File: config.mk
export PLATFORM = sky130hd
export DESIGN_NAME = custom_instr_sched_flat
export DESIGN_NICKNAME = d
export VERILOG_FILES = /design/src/rtl/custom_instr_sched_pkg.sv /design/src/rtl/custom_instr_sched_if.sv /design/src/rtl/custom_instr_sched_timeout_ctr.sv /design/src/rtl/custom_instr_sched.sv /design/src/flat_wrapper.sv
export SDC_FILE = /design/constraint.sdc
export NUM_CORES = 1
export LEC_CHECK = 0
export ABC_AREA = 1
export CAP_MARGIN = 10
export CELL_PAD_IN_SITES_DETAIL_PLACEMENT = 0
export CELL_PAD_IN_SITES_GLOBAL_PLACEMENT = 1
export CORE_ASPECT_RATIO = 1.5
export CORE_MARGIN = 3
export CORE_UTILIZATION = 27
export DETAILED_ROUTE_END_ITERATION = 8
export PLACE_DENSITY_LB_ADDON = 0.1
export RECOVER_POWER = 50
export SYNTH_ARGS = -nofsm -noshare
export SYNTH_HDL_FRONTEND = slang
export SYNTH_HIERARCHICAL = 1
export SYNTH_SLANG_ARGS = --single-unit
File: constraint.sdc
create_clock -name clk -period 2 [get_ports clk]
set_input_delay 0.4 -clock clk [delete_from_list [all_inputs] [get_ports clk]]
set_output_delay 0.4 -clock clk [all_outputs]
set_load 0.02 [all_outputs]
File: src/rtl/custom_instr_sched_pkg.sv
// Shared types for the custom-instruction scheduler.
// - custom_instr_t : custom op kind as decoded by the CPU
// - sched_state_t  : scheduler FSM state
// - NUM_ACC        : number of accelerator units (FFT, ENCRYPT, DECRYPT)
// - kind_onehot()  : maps an op kind to its accelerator request bit
package custom_instr_sched_pkg;

    localparam int NUM_ACC = 3;

    typedef enum logic [1:0] {
        NONE    = 2'd0,
        FFT     = 2'd1,
        ENCRYPT = 2'd2,
        DECRYPT = 2'd3
    } custom_instr_t;

    typedef enum logic [1:0] {
        IDLE  = 2'd0,
        ISSUE = 2'd1,
        WAIT  = 2'd2,
        RESP  = 2'd3
    } sched_state_t;

    // Unit k serves kind k+1; NONE selects no unit.
    function automatic logic [NUM_ACC-1:0] kind_onehot(input custom_instr_t kind);
        logic [NUM_ACC-1:0] oh;
        oh = '0;
        case (kind)
            FFT:     oh = 3'b001;
            ENCRYPT: oh = 3'b010;
            DECRYPT: oh = 3'b100;
            default: oh = '0;
        endcase
        return oh;
    endfunction

endpackage

File: src/rtl/custom_instr_sched_if.sv
// CPU-side and accelerator-side signals of the custom-instruction scheduler.
// - master : scheduler view (takes CPU op and accelerator ack/done/result,
//            drives stall, result strobe, requests and latched operands)
// - slave  : environment view (CPU pipeline plus the three accelerators)
// DATA_W must match the DATA_W of the connected scheduler.
interface custom_instr_sched_if
    import custom_instr_sched_pkg::*;
#(
    parameter int DATA_W = 19
);
    logic                        cpu_valid_i;
    custom_instr_t               cpu_kind_i;
    logic [DATA_W-1:0]           cpu_opr_a_i;
    logic [DATA_W-1:0]           cpu_opr_b_i;
    logic                        cpu_stall_o;
    logic                        cpu_res_valid_o;
    logic [DATA_W-1:0]           cpu_res_o;
    logic                        cpu_err_o;
    logic [NUM_ACC-1:0]          acc_req_o;
    logic [DATA_W-1:0]           acc_opr_a_o;
    logic [DATA_W-1:0]           acc_opr_b_o;
    logic [NUM_ACC-1:0]          acc_ack_i;
    logic [NUM_ACC-1:0]          acc_done_i;
    logic [NUM_ACC*DATA_W-1:0]   acc_res_i;

    modport master (
        input  cpu_valid_i, cpu_kind_i, cpu_opr_a_i, cpu_opr_b_i,
        input  acc_ack_i, acc_done_i, acc_res_i,
        output cpu_stall_o, cpu_res_valid_o, cpu_res_o, cpu_err_o,
        output acc_req_o, acc_opr_a_o, acc_opr_b_o
    );

    modport slave (
        output cpu_valid_i, cpu_kind_i, cpu_opr_a_i, cpu_opr_b_i,
        output acc_ack_i, acc_done_i, acc_res_i,
        input  cpu_stall_o, cpu_res_valid_o, cpu_res_o, cpu_err_o,
        input  acc_req_o, acc_opr_a_o, acc_opr_b_o
    );
endinterface

File: src/rtl/custom_instr_sched_timeout_ctr.sv
// Timeout counter for one in-flight custom op.
// - clk, reset_n : clock, asynchronous active-low reset
// - clear        : restart from 0 (op accepted)
// - enable       : count this cycle (op in ISSUE or WAIT)
// - tc           : count has reached TIMEOUT_CYCLES-1
module custom_instr_sched_timeout_ctr #(
    parameter int TIMEOUT_CYCLES = 64
) (
    input  logic clk,
    input  logic reset_n,
    input  logic clear,
    input  logic enable,
    output logic tc
);
    localparam int CNT_W = (TIMEOUT_CYCLES > 2) ? $clog2(TIMEOUT_CYCLES) : 1;
    localparam logic [CNT_W-1:0] TERMINAL = CNT_W'(TIMEOUT_CYCLES - 1);

    logic [CNT_W-1:0] count;

    // The count may wrap once past TERMINAL on the abort cycle; it is always
    // cleared again before the next op starts counting.
    always_ff @(posedge clk or negedge reset_n) begin
        if (!reset_n) begin
            count <= '0;
        end else if (clear) begin
            count <= '0;
        end else if (enable) begin
            count <= count + 1'b1;
        end
    end

    assign tc = (count == TERMINAL);

endmodule

File: src/rtl/custom_instr_sched.sv
// Custom-instruction scheduler: takes one FFT/ENCRYPT/DECRYPT op from the
// CPU, stalls the pipeline, issues the op to the selected accelerator over a
// req/ack handshake, waits for done (or times out) and returns a one-cycle
// result strobe for the MEM-path write-back mux.
// Ports:
// - clk, reset_n        : clock, asynchronous active-low reset
// - bus (master)        : CPU op/stall/result and accelerator req/ack/done
// - busy_o              : scheduler not in IDLE
// - perf_done_cnt_o     : ops completed normally (saturating)
// - perf_timeout_cnt_o  : ops aborted by timeout (saturating)
// Build option: define SCHED_PERF_CNT_EN to build the performance counters;
// otherwise both perf ports read 0. Core timing is the same either way.
module custom_instr_sched
    import custom_instr_sched_pkg::*;
#(
    parameter int DATA_W         = 19,
    parameter int TIMEOUT_CYCLES = 64
) (
    input  logic                  clk,
    input  logic                  reset_n,
    custom_instr_sched_if.master  bus,
    output logic                  busy_o,
    output logic [15:0]           perf_done_cnt_o,
    output logic [15:0]           perf_timeout_cnt_o
);
    sched_state_t        state, state_next;
    custom_instr_t       kind_q;
    logic [DATA_W-1:0]   opr_a_q, opr_b_q;
    logic [DATA_W-1:0]   res_q, res_d;
    logic                err_q, err_d;
    logic [NUM_ACC-1:0]  kind_oh;
    logic [DATA_W-1:0]   sel_res;
    logic                accept, sel_ack, sel_done, timeout_tc;
    logic                stall, res_valid;
    logic [NUM_ACC-1:0]  acc_req;

    assign accept   = (state == IDLE) && bus.cpu_valid_i && (bus.cpu_kind_i != NONE);
    assign kind_oh  = kind_onehot(kind_q);
    // Ack/done from units other than the selected one are masked off here.
    assign sel_ack  = |(bus.acc_ack_i & kind_oh);
    assign sel_done = |(bus.acc_done_i & kind_oh);

    // Result mux: pick the selected unit's slice of the packed result bus.
    always_comb begin
        sel_res = '0;
        case (kind_q)
            FFT:     sel_res = bus.acc_res_i[0*DATA_W +: DATA_W];
            ENCRYPT: sel_res = bus.acc_res_i[1*DATA_W +: DATA_W];
            DECRYPT: sel_res = bus.acc_res_i[2*DATA_W +: DATA_W];
            default: sel_res = '0;
        endcase
    end

    custom_instr_sched_timeout_ctr #(
        .TIMEOUT_CYCLES (TIMEOUT_CYCLES)
    ) u_timeout_ctr (
        .clk     (clk),
        .reset_n (reset_n),
        .clear   (accept),
        .enable  ((state == ISSUE) || (state == WAIT)),
        .tc      (timeout_tc)
    );

    // NOTE: every signal written in this block gets a default first, so no
    // path through the case statement can leave one unassigned and infer a latch.
    always_comb begin
        state_next = state;
        res_d      = res_q;
        err_d      = err_q;
        acc_req    = '0;
        stall      = 1'b0;
        res_valid  = 1'b0;
        case (state)
            IDLE: begin
                if (accept) begin
                    stall      = 1'b1;
                    state_next = ISSUE;
                end
            end
            ISSUE: begin
                stall   = 1'b1;
                acc_req = kind_oh;
                if (sel_ack && sel_done) begin
                    res_d      = sel_res;
                    err_d      = 1'b0;
                    state_next = RESP;
                end else if (timeout_tc) begin
                    res_d      = '0;
                    err_d      = 1'b1;
                    state_next = RESP;
                end else if (sel_ack) begin
                    state_next = WAIT;
                end
            end
            WAIT: begin
                stall = 1'b1;
                // A done on the terminal cycle still wins over the timeout.
                if (sel_done) begin
                    res_d      = sel_res;
                    err_d      = 1'b0;
                    state_next = RESP;
                end else if (timeout_tc) begin
                    res_d      = '0;
                    err_d      = 1'b1;
                    state_next = RESP;
                end
            end
            RESP: begin
                res_valid  = 1'b1;
                state_next = IDLE;
            end
            default: state_next = IDLE;
        endcase
    end

    // NOTE: sequential state uses non-blocking assignments so every register
    // samples the values from before this edge, regardless of block order.
    always_ff @(posedge clk or negedge reset_n) begin
        if (!reset_n) begin
            state   <= IDLE;
            kind_q  <= NONE;
            opr_a_q <= '0;
            opr_b_q <= '0;
            res_q   <= '0;
            err_q   <= 1'b0;
        end else begin
            state <= state_next;
            res_q <= res_d;
            err_q <= err_d;
            if (accept) begin
                kind_q  <= bus.cpu_kind_i;
                opr_a_q <= bus.cpu_opr_a_i;
                opr_b_q <= bus.cpu_opr_b_i;
            end
        end
    end

    // acc_req_o is decoded from registered state, so reset drops it at once.
    assign bus.acc_req_o       = acc_req;
    assign bus.acc_opr_a_o     = opr_a_q;
    assign bus.acc_opr_b_o     = opr_b_q;
    assign bus.cpu_stall_o     = stall;
    assign bus.cpu_res_valid_o = res_valid;
    assign bus.cpu_res_o       = res_q;
    assign bus.cpu_err_o       = err_q;
    assign busy_o              = (state != IDLE);

`ifdef SCHED_PERF_CNT_EN
    logic [15:0] done_cnt, timeout_cnt;

    // Each op is counted once, in its RESP cycle, and the counters hold at max.
    always_ff @(posedge clk or negedge reset_n) begin
        if (!reset_n) begin
            done_cnt    <= '0;
            timeout_cnt <= '0;
        end else if (state == RESP) begin
            if (err_q) begin
                if (timeout_cnt != 16'hFFFF) timeout_cnt <= timeout_cnt + 16'd1;
            end else begin
                if (done_cnt != 16'hFFFF) done_cnt <= done_cnt + 16'd1;
            end
        end
    end

    assign perf_done_cnt_o    = done_cnt;
    assign perf_timeout_cnt_o = timeout_cnt;
`else
    assign perf_done_cnt_o    = 16'd0;
    assign perf_timeout_cnt_o = 16'd0;
`endif

endmodule

File: src/flat_wrapper.sv
// flat-port wrapper written by rule: the top's interface ports become plain ports
module custom_instr_sched_flat import custom_instr_sched_pkg::*;
#(
    parameter int DATA_W         = 19,
    parameter int TIMEOUT_CYCLES = 64
)
  (clk, reset_n, busy_o, perf_done_cnt_o, perf_timeout_cnt_o, bus_cpu_valid_i, bus_cpu_kind_i, bus_cpu_opr_a_i, bus_cpu_opr_b_i, bus_acc_ack_i, bus_acc_done_i, bus_acc_res_i, bus_cpu_stall_o, bus_cpu_res_valid_o, bus_cpu_res_o, bus_cpu_err_o, bus_acc_req_o, bus_acc_opr_a_o, bus_acc_opr_b_o);
  custom_instr_sched_if #(.DATA_W(DATA_W)) bus_i ();
  input  logic clk;
  input  logic reset_n;
  output logic busy_o;
  output logic [15:0] perf_done_cnt_o;
  output logic [15:0] perf_timeout_cnt_o;
  input wire logic [$bits(bus_i.cpu_valid_i)-1:0] bus_cpu_valid_i;
  input wire logic [$bits(bus_i.cpu_kind_i)-1:0] bus_cpu_kind_i;
  input wire logic [$bits(bus_i.cpu_opr_a_i)-1:0] bus_cpu_opr_a_i;
  input wire logic [$bits(bus_i.cpu_opr_b_i)-1:0] bus_cpu_opr_b_i;
  input wire logic [$bits(bus_i.acc_ack_i)-1:0] bus_acc_ack_i;
  input wire logic [$bits(bus_i.acc_done_i)-1:0] bus_acc_done_i;
  input wire logic [$bits(bus_i.acc_res_i)-1:0] bus_acc_res_i;
  output wire logic [$bits(bus_i.cpu_stall_o)-1:0] bus_cpu_stall_o;
  output wire logic [$bits(bus_i.cpu_res_valid_o)-1:0] bus_cpu_res_valid_o;
  output wire logic [$bits(bus_i.cpu_res_o)-1:0] bus_cpu_res_o;
  output wire logic [$bits(bus_i.cpu_err_o)-1:0] bus_cpu_err_o;
  output wire logic [$bits(bus_i.acc_req_o)-1:0] bus_acc_req_o;
  output wire logic [$bits(bus_i.acc_opr_a_o)-1:0] bus_acc_opr_a_o;
  output wire logic [$bits(bus_i.acc_opr_b_o)-1:0] bus_acc_opr_b_o;
  assign bus_i.cpu_valid_i = bus_cpu_valid_i;
  assign bus_i.cpu_kind_i = bus_cpu_kind_i;
  assign bus_i.cpu_opr_a_i = bus_cpu_opr_a_i;
  assign bus_i.cpu_opr_b_i = bus_cpu_opr_b_i;
  assign bus_i.acc_ack_i = bus_acc_ack_i;
  assign bus_i.acc_done_i = bus_acc_done_i;
  assign bus_i.acc_res_i = bus_acc_res_i;
  assign bus_cpu_stall_o = bus_i.cpu_stall_o;
  assign bus_cpu_res_valid_o = bus_i.cpu_res_valid_o;
  assign bus_cpu_res_o = bus_i.cpu_res_o;
  assign bus_cpu_err_o = bus_i.cpu_err_o;
  assign bus_acc_req_o = bus_i.acc_req_o;
  assign bus_acc_opr_a_o = bus_i.acc_opr_a_o;
  assign bus_acc_opr_b_o = bus_i.acc_opr_b_o;
  custom_instr_sched #(.DATA_W(DATA_W), .TIMEOUT_CYCLES(TIMEOUT_CYCLES)) u_core (.clk(clk), .reset_n(reset_n), .bus(bus_i), .busy_o(busy_o), .perf_done_cnt_o(perf_done_cnt_o), .perf_timeout_cnt_o(perf_timeout_cnt_o));
endmodule
==> results of run 1 <==
==> metrics by stage <==
stage	cell area [um^2]	power (mW)	std cells
final	5913	9.476	851
after global routing	5913	10.25	851
after global placement	5572	7.610	834
after CTS	5931	9.582	851
after detailed placement	5572	7.688	834
after floorplan	3876	5.437	540
==> final timing paths <==
check	cells after the start	from	slack [ns]	end
min	2	u_core/bus.acc_opr_a_o[17]$_DFFE_PN0P_	0.47	u_core/bus.acc_opr_a_o[17]$_DFFE_PN0P_
max	7	u_core/state[1]$_DFFE_PN0P_	0.09	bus_cpu_stall_o
max in group asynchronous	3	reset_n	0.34	u_core/bus.acc_opr_b_o[13]$_DFFE_PN0P_
min in group asynchronous	2	reset_n	0.61	u_core/bus.acc_opr_a_o[15]$_DFFE_PN0P_
max reg2reg	8	u_core/state[1]$_DFFE_PN0P_	0.24	u_core/u_timeout_ctr/count[3]$_DFFE_PN0P_
min reg2reg	2	u_core/bus.acc_opr_a_o[17]$_DFFE_PN0P_	0.47	u_core/bus.acc_opr_a_o[17]$_DFFE_PN0P_
==> routing by layer <==
metal | global-route usage | routed length [um]
met1 | 0.1739 | 4629
met2 | 0.2835 | 6270
met3 | 0.04172 | 875
met4 | 0.04990 | 172
met5 | 0 | 0
==> cell type report <==
| cell class | instances | share of cell area |
|---|---|---|
| timing repair buffer | 186 | 0.3066 |
| sequential | 68 | 0.2878 |
| multi-input combinational | 371 | 0.2816 |
| clock buffer | 10 | 0.04041 |
| tap | 162 | 0.03428 |
| inverter | 48 | 0.03047 |
| clock inverter | 6 | 0.01883 |
==> what timing repair did <==
item | in CTS | in global routing
endpoints found under the hold margin | 22 | 0
hold buffers | 1 | 0
setup endpoints to repair | 6 | 9
pin swaps | 0 | 1
gates resized for setup | 16 | 8
buffers inserted | 0 | 0
==> cells by family (layout without fill, tap and decap cells) <==
logic type               count (synthesis)  count (layout)  share of synthesized area
other                                    1              32                  0.0009984
flip-flops                              68              68                     0.4530
AND/OR/NAND/NOR                        284             284                     0.3105
adder cells (fa/ha/maj)                  6               6                    0.01999
AO/OA/AOI/OAI                           49              49                    0.07462
buffers and inverters                  101             250                     0.1409
==> power groups by stage <==
| stage | sequential, mW | combinational, mW | clock [mW] |
|---|---|---|---|
| floorplan | 3.09 | 2.35 | 0 |
| global placement | 2.45 | 5.16 | 0 |
| detailed placement | 2.46 | 5.22 | 0 |
| CTS | 2.46 | 5.21 | 1.92 |
| global route | 2.54 | 5.72 | 1.99 |
| finish | 2.45 | 5.17 | 1.85 |
==> sequential cells by signal, indices dropped and copies added (netlist names) <==
register,flops
u_core/bus.cpu_res_o,19
u_core/state,2
u_core/bus.cpu_err_o,1
u_core/bus.acc_opr_a_o,19
u_core/bus.acc_opr_b_o,19
u_core/kind_q,2
u_core/u_timeout_ctr/count,6
==> tightest hold or removal path: cells and delay by family, from the launching register on <==
family           cells  cell delay [ns]
DFF                  1             0.34
and+or+nand+nor      2             0.10
==> layout by cell type (no fill, tap or decap), types with 2 or more instances in the layout <==
master	count
ha_1	5
o211ai_1	10
dlygate4sd2_1	2
o21ai_0	6
nand3_1	39
nand3_2	2
nand4_1	4
bufinv_16	3
buf_2	3
clkbuf_16	9
inv_1	40
dfrtp_1	68
nand2_1	220
a21oi_1	20
inv_2	8
o21ai_1	9
nor3_1	2
clkdlybuf4s50_1	162
buf_4	15
nor2_1	11
nand2_2	2
nand2_4	2
conb_1	32
==> impl_metrics.ini, run 1 <==
[run_status]
outcome = finished, final reports clean

[power_and_ir_drop]
switching_share = 0.4248
seq_power_share = 0.259
p_per_area_mw_per_mm2 = 1603
ir_drop_mv = 0.9068
power.switching_mw = 4.026
power.leakage_nw = 2.993
p_clk_frac = 0.195
power_frac_comb = 0.546
p_int_mw = 5.450

[floorplan]
initial_core_util = 0.2776
ios = 202
coreArea_mm2 = 0.01353
rows = 52
die_height_um = 150.5
dieArea_mm2 = 0.01539
fp.dieW_um = 102.3

[layout]
nets = 796
drive_gt1_frac = 0.07983
multiInputGateArea_mm2 = 0.001665
regArea_mm2 = 0.001702
diodes = 0
num-fill-cells = 1415
fin_util = 0.4369
syn2layout_area_growth_pct = 57.43

[global_route]
grt_overflow = 0
first_global_vias = 3680
grt_pass1_wl_mm = 18.63
antenna_found_initial = 0
grt_use_total = 0.1561
grt_max_degree = 47

[timing]
worst_slew_pin_slew_ns = 0.6137
fin_ws_ns = 0.09093
fin_crit_sh = 0.9545
finalSetupViolCount = 0
slew_headroom = 0.5909
hold_slack_ns = 0.4709
hold_viol = 0
finalMaxSlewViolations = 0
fin_setup_tns_ns = 0
period_needed_ns = 1.909
fmax_mhz = 523.8
rsz0062_at_grt = no
skew_ns = 0.005419

[synth]
async_reset_ff_frac = 1.000
synth_area_leaders = dfrtp_1 45%, nand2_1 22%, buf_4 6.6%
ys_warn_count = 6
netlist_area_mm2 = 0.003756
yosys-top-cells-count = 220 x nand2_1, 68 x dfrtp_1, 42 x inv_1
syn_inst = 509
yosysSeqAreaShare = 0.4530
yosysUniqueCellTypes = 26
yosysTopAreaCell = dfrtp_1
yosysMostFrequentCell = nand2_1
ys_seq_elements = 68
ys.flop_type = dfrtp_1
synth-edff-count = 0
postSynthAreaPerCell_um2 = 7.379
synth_top_area_frac = 0.4530

[worst_hold_path]
hp-class = reg -> reg

[clock_tree]
numCtsBuffers = 9
numClockSinks = 68
cts_tree = yes
root_buffer = clkbuf_16
cts_max_level = 3
clk_path_buf_depth = 2
clock_latency_ns = 0.33
clk_pin_slew_ns = 0.06

[critical_path]
required_ns = 1.60
setup.worst_path.class = reg -> out
critPathMostFrequentCell = inv_2
arrival_ns = 1.51
critical_path.cell_chain = inv_2 -> ha_4 -> nand2_1 -> a21oi_4 -> inv_2 -> a21oi_2 -> buf_4
start_kind = flop
crit_family = flip-flops
cp-end-kind = output pin
max_stage_delay_ns = 0.39
slowest_stage = dfrtp_1
worst-path-max-fanout = 3
critPathBufInv = 3

[place]
gp_congestion = 0.7277
dpl.hpwl_mm = 8.826
numPortBuffers = 169
pre_cts_ws_ns = -0.3009

[routing]
dr_total_vias = 3678
wire_per_inst_um = 14.04
drtIter0Drc = 136
drt-vias-per-instance = 4.322
ant_nets = 0
wl_mm = 11.95
drc = 0
first_pass_iters = 4

[job]
drv_cap = 0
Note: power is estimated with default switching activity, not from simulation.
==> run 2, diff against run 1 <==
--- a/config.mk
+++ b/config.mk
@@ -13,6 +13,7 @@
 export CORE_MARGIN = 3
 export CORE_UTILIZATION = 27
 export DETAILED_ROUTE_END_ITERATION = 8
+export HOLD_SLACK_MARGIN = 0.15
 export PLACE_DENSITY_LB_ADDON = 0.1
 export RECOVER_POWER = 50
 export SYNTH_ARGS = -nofsm -noshare
==> results of run 2 <==
Final layout, timing and power as in run 1 (identical DEF).
